File: src/rtl/cwc_pkg.sv
// Shared types and constants for the debug-probe capture sequencer.
// The sample layout is fixed as {probe0, probe1, probe2}.
package cwc_pkg;

  localparam int SAMPLE_W = 25;

  localparam int P0_BIT = 24;
  localparam int P1_MSB = 23;
  localparam int P1_LSB = 16;
  localparam int P2_MSB = 15;
  localparam int P2_LSB = 0;

  typedef enum logic [2:0] {
    IDLE,
    PRE,
    WAIT,
    POST,
    DONE
  } cwc_state_e;

endpackage

File: src/rtl/cwc_trig_match.sv
// Masked trigger comparator: only bits set in mask take part in the compare.
module cwc_trig_match
  import cwc_pkg::*;
(
  input  logic [SAMPLE_W-1:0] sample,
  input  logic [SAMPLE_W-1:0] mask,
  input  logic [SAMPLE_W-1:0] value,
  output logic                hit
);

  assign hit = ((sample ^ value) & mask) == '0;

endmodule

File: src/rtl/cwc_capture_ctrl.sv
// Capture sequencer: writes probe samples into a circular capture RAM with a
// programmable pre-trigger window and reports the trigger and window start.
module cwc_capture_ctrl
  import cwc_pkg::*;
#(
  parameter int DEPTH  = 4096,
  parameter int ADDR_W = $clog2(DEPTH)
) (
  input  logic                clk,
  input  logic                rst_n,
  input  logic                probe0,
  input  logic [7:0]          probe1,
  input  logic [15:0]         probe2,
  input  logic                arm,
  input  logic                abort,
  input  logic [ADDR_W-1:0]   pretrig,
  input  logic [SAMPLE_W-1:0] trig_mask,
  input  logic [SAMPLE_W-1:0] trig_value,
  output logic                wr_en,
  output logic [ADDR_W-1:0]   wr_addr,
  output logic [SAMPLE_W-1:0] wr_data,
  output logic                busy,
  output logic                done,
  output logic [ADDR_W-1:0]   trig_addr,
  output logic [ADDR_W-1:0]   start_addr
);

  localparam logic [ADDR_W-1:0] LAST_IDX = ADDR_W'(DEPTH - 1);

  cwc_state_e          state_q, state_d;
  logic [SAMPLE_W-1:0] sample_q;
  logic [ADDR_W-1:0]   pretrig_l;
  logic [SAMPLE_W-1:0] mask_l, value_l;
  logic [ADDR_W-1:0]   wr_ptr, cnt;
  logic                hit;
  logic                arm_go, do_write, pre_step, hit_take, post_step;

  cwc_trig_match u_match (
    .sample (sample_q),
    .mask   (mask_l),
    .value  (value_l),
    .hit    (hit)
  );

  always_ff @(posedge clk or negedge rst_n) begin
    if (!rst_n) state_q <= IDLE;
    else        state_q <= state_d;
  end

  // NOTE: every signal driven here gets a default first, so no path can leave
  // one unassigned and infer a latch.
  always_comb begin
    state_d   = state_q;
    arm_go    = 1'b0;
    do_write  = 1'b0;
    pre_step  = 1'b0;
    hit_take  = 1'b0;
    post_step = 1'b0;
    if (abort) begin
      state_d = IDLE;
    end else begin
      case (state_q)
        IDLE, DONE: begin
          if (arm) begin
            arm_go  = 1'b1;
            state_d = (pretrig != '0) ? PRE : WAIT;
          end
        end
        PRE: begin
          do_write = 1'b1;
          pre_step = 1'b1;
          if (cnt == pretrig_l - ADDR_W'(1)) state_d = WAIT;
        end
        WAIT: begin
          do_write = 1'b1;
          if (hit) begin
            hit_take = 1'b1;
            // A full pre-trigger window leaves no room for post-trigger samples.
            state_d  = (pretrig_l == LAST_IDX) ? DONE : POST;
          end
        end
        POST: begin
          do_write  = 1'b1;
          post_step = 1'b1;
          if (cnt == ADDR_W'(1)) state_d = DONE;
        end
        default: state_d = IDLE;
      endcase
    end
  end

  // NOTE: sequential state uses non-blocking assignments so every register
  // samples pre-edge values regardless of statement order.
  always_ff @(posedge clk or negedge rst_n) begin
    if (!rst_n) begin
      sample_q   <= '0;
      pretrig_l  <= '0;
      mask_l     <= '0;
      value_l    <= '0;
      wr_ptr     <= '0;
      cnt        <= '0;
      wr_en      <= 1'b0;
      wr_addr    <= '0;
      wr_data    <= '0;
      trig_addr  <= '0;
      start_addr <= '0;
    end else begin
      sample_q <= {probe0, probe1, probe2};
      wr_en    <= do_write;
      if (do_write) begin
        wr_addr <= wr_ptr;
        wr_data <= sample_q;
        wr_ptr  <= wr_ptr + ADDR_W'(1);
      end
      if (arm_go) begin
        pretrig_l <= pretrig;
        mask_l    <= trig_mask;
        value_l   <= trig_value;
        wr_ptr    <= '0;
        cnt       <= '0;
      end
      if (pre_step)  cnt <= cnt + ADDR_W'(1);
      if (post_step) cnt <= cnt - ADDR_W'(1);
      if (hit_take) begin
        trig_addr  <= wr_ptr;
        start_addr <= wr_ptr - pretrig_l;
        cnt        <= LAST_IDX - pretrig_l;
      end
    end
  end

  assign busy = (state_q == PRE) || (state_q == WAIT) || (state_q == POST);
  assign done = (state_q == DONE);

endmodule
File: config.mk
export PLATFORM = sky130hd
export DESIGN_NAME = cwc_capture_ctrl
export DESIGN_NICKNAME = d
export VERILOG_FILES = /design/src/rtl/cwc_pkg.sv /design/src/rtl/cwc_trig_match.sv /design/src/rtl/cwc_capture_ctrl.sv
export SDC_FILE = /design/constraint.sdc
export NUM_CORES = 1
export LEC_CHECK = 0
export CORE_ASPECT_RATIO = 1.1
export CORE_MARGIN = 5
export CORE_UTILIZATION = 30
export CTS_CLUSTER_SIZE = 10
export DETAILED_ROUTE_END_ITERATION = 8
export PLACE_DENSITY_LB_ADDON = 0.05
export SLEW_MARGIN = 25
export SYNTH_ARGS = -nofsm -noshare
export SYNTH_HDL_FRONTEND = slang
export SYNTH_SLANG_ARGS = --single-unit
File: constraint.sdc
create_clock -name clk -period 3.5 [get_ports clk]
set_input_delay 0.7 -clock clk [delete_from_list [all_inputs] [get_ports clk]]
set_output_delay 0.7 -clock clk [all_outputs]
set_load 0.02 [all_outputs]
==> out/summary.txt <==
Status = completed
Vias in the first global route = 6,525
I/O pin cnt = 155
Cell Area, Synth = 0.00830 mm^2
Die height = 184 um
Post-CTS resize count = 0
CTS tree = yes
Die area = 0.0311 mm^2
WS Path Type = reg -> out
Power Density = 786 mW/mm^2
Ys flop type = dfrtp_1
Layout cells sized above 1 = 13.1%
Final setup fails = 0
Total power = 0.00857 W
FFs w/ async S/R, synth = 100%
Total CTS buffers = 17
Placed Area = 0.0103 mm^2
Synth cell count leaders = dfrtp_1, nand2_1, mux2_2
Worst VDD drop = 0.000292 V
Post-DP HPWL = 16.8 mm
H-tree depth = 4
DR pass1 iterations = 4
Initial DRC Count = 264
Total track usage = 15.3%
CP endpoint kind = primary output
First-pass GRT wire length = 37.3 mm
Port buffer count = 154
Layout area overhead = 31.5%
Core Rows = 63
Crit path max-delay cell type = dfrtp_1
Diodes inserted = 0
CP Cell Sequence = nor2_1 -> nor2_1 -> clkdlybuf4s50_1
Fin. Hold Viols = 0
Clock-pin transition on the worst setup and hold timing paths = 80 ps
Final antenna-violating net count = 0
Top cells by area, synth = dfrtp_1, mux2_2, nand2_1
CTS sink count = 176
TNS Setup = 0 ps
Clk_lat worst skew = 440 ps
Final GP Congestion = 0.821
Worst slew margin = 50.0%
Netlist cell types = 65
Fin nets = 1,039
EDFF count, synth = 0
Crit path buffers/inverters = 1
Initial Util = 30.6%
Post-CTS setup buffer count = 0
FILL cells = 2,743
WL/cell = 18.0 um
Minimum clock period = 2900 ps
Slowest Stage Delay on Critical Path = 830 ps
RSZ-0062 raised after global routing = false
Seq/Total Area, Yosys = 53.1%
Mapped Cells = 785
F_max = 345 MHz
Most frequent cell after synthesis = dfrtp_1
Detailed Route WL = 23.4 mm
Final period util = 82.8%
Remaining DRCs = 0
Worst Setup Start Kind = flip-flop
Core area = 0.0271 mm^2
Hold_buf cts = 0
Max-Cap Viols = 0
Vias = 6,186
Root buf cell = clkbuf_16
CP startpoint = state_q[1]
DIE WIDTH = 169 um
Reg-to-reg critical path startpoint = pretrig_l[3]
Fin area = 0.0109 mm^2
Crit path top cell by count = nor2_1
YS warnings = 0
Max clock buf depth = 2
Final Skew = 15.7 ps
Critical Path Fanout Max = 18
Syn nets = 894
Post-synthesis register bit count = 176
Static leakage = 4.75 nW
Post-synth top area share = 53.1%
Largest area contributor in the netlist = dfrtp_1
Critical Path RT = 2800 ps
Largest net degree at the start of global routing = 71
Post-Syn Area per Cell = 10.6 um^2
Initial antenna violation count = 0
GRT overflow = 0
Pin slew with the least headroom to its limit = 750 ps
Min-Delay Path Class = in -> async
Final slew viol count = 0
Delay-heaviest family, CP = flip-flops
Via/cell ratio = 4.76
Crit path arrival time = 2200 ps
==> metrics by stage <==
| stage | cells | worst slack [ps] | hold slack, ps | utilization, % |
|---|---|---|---|---|
| final | 1300 | 602 | 228 | 40.2 |
| after global routing | 1300 | 476 | 256 | 40.2 |
| after CTS | 1300 | 578 | 235 | 40.2 |
| after detailed placement | 1268 | 429 | 464 | 37.9 |
| after global placement | 1268 | 444 | 458 | 37.9 |
| after floorplan | 785 | 988 | 404 | - |
==> report_power, final <==
part | leakage [nW] | switching (W) | internal (W)
clock network | 0.305 | 0.00100 | 0.00105
logic | 2.23 | 0.00168 | 0.00154
registers | 2.22 | 0.000645 | 0.00265
total | 4.75 | 0.00333 | 0.00524
==> metal layers <==
layer	vias to the layer above	wire length [um]	global-route usage, %
li1	3016	-	-
met1	3009	10500	19.4
met2	143	11000	25.3
met3	18	1680	5.36
met4	0	231	3.80
met5	-	0	0
==> cell families after synthesis <==
group	count (synthesis)	synth area share [%]
and+or+nand+nor	269	15.2
DFF	176	53.1
AOI/OAI and AO/OA	132	10.4
buffers and inverters	64	3.32
muxes	64	8.66
xor gates and xnor gates	62	6.54
adders and majority gates	18	2.80
==> final cells by class <==
cell class	count	area, um^2	share of cell area [%]
Inverter	23	86.3	0.791
Clock inverter	15	211	1.94
Tap cell	357	447	4.09
Timing Repair Buffer	167	1690	15.5
Sequential cell	176	4400	40.4
Multi-Input combinational cell	545	3640	33.4
Clock buffer	17	425	3.90
==> sequential cells by signal, summed over array words and instances (netlist names) <==
signal	count
start_addr	12
value_l	25
state_q	3
wr_data	25
sample_q	25
wr_en	1
wr_ptr	12
wr_addr	12
mask_l	25
cnt	12
trig_addr	12
pretrig_l	12
==> cells in the final DEF (no fill, tap or decap), types with 4 or more instances in the layout <==
cell type and instances:
a31oi_1 4, xnor2_1 24, ha_1 17, clkdlybuf4s50_1 153
dfrtp_1 176, a21oi_1 27, buf_4 9, xor2_1 38
nand3_1 15, nor4_1 5, nand4_1 9, clkbuf_16 17
or3_1 8, a221oi_1 6, buf_12 4, nor2_1 37
nor3_1 12, a22o_1 5, o21ai_0 46, mux2_2 62
and3_1 5, a22oi_1 6, a41oi_1 4, clkinv_8 5
nand2_1 154, inv_1 23
==> worst paths after layout <==
check	slack, ps	cells after the start	end
max	600	3	busy
min	230	1	pretrig_l[10]
max reg2reg	660	7	state_q[0]
min reg2reg	480	2	wr_data[23]
max in group asynchronous	2450	2	mask_l[8]
min in group clk	480	2	wr_data[23]
(Power assumes the default switching activity.)
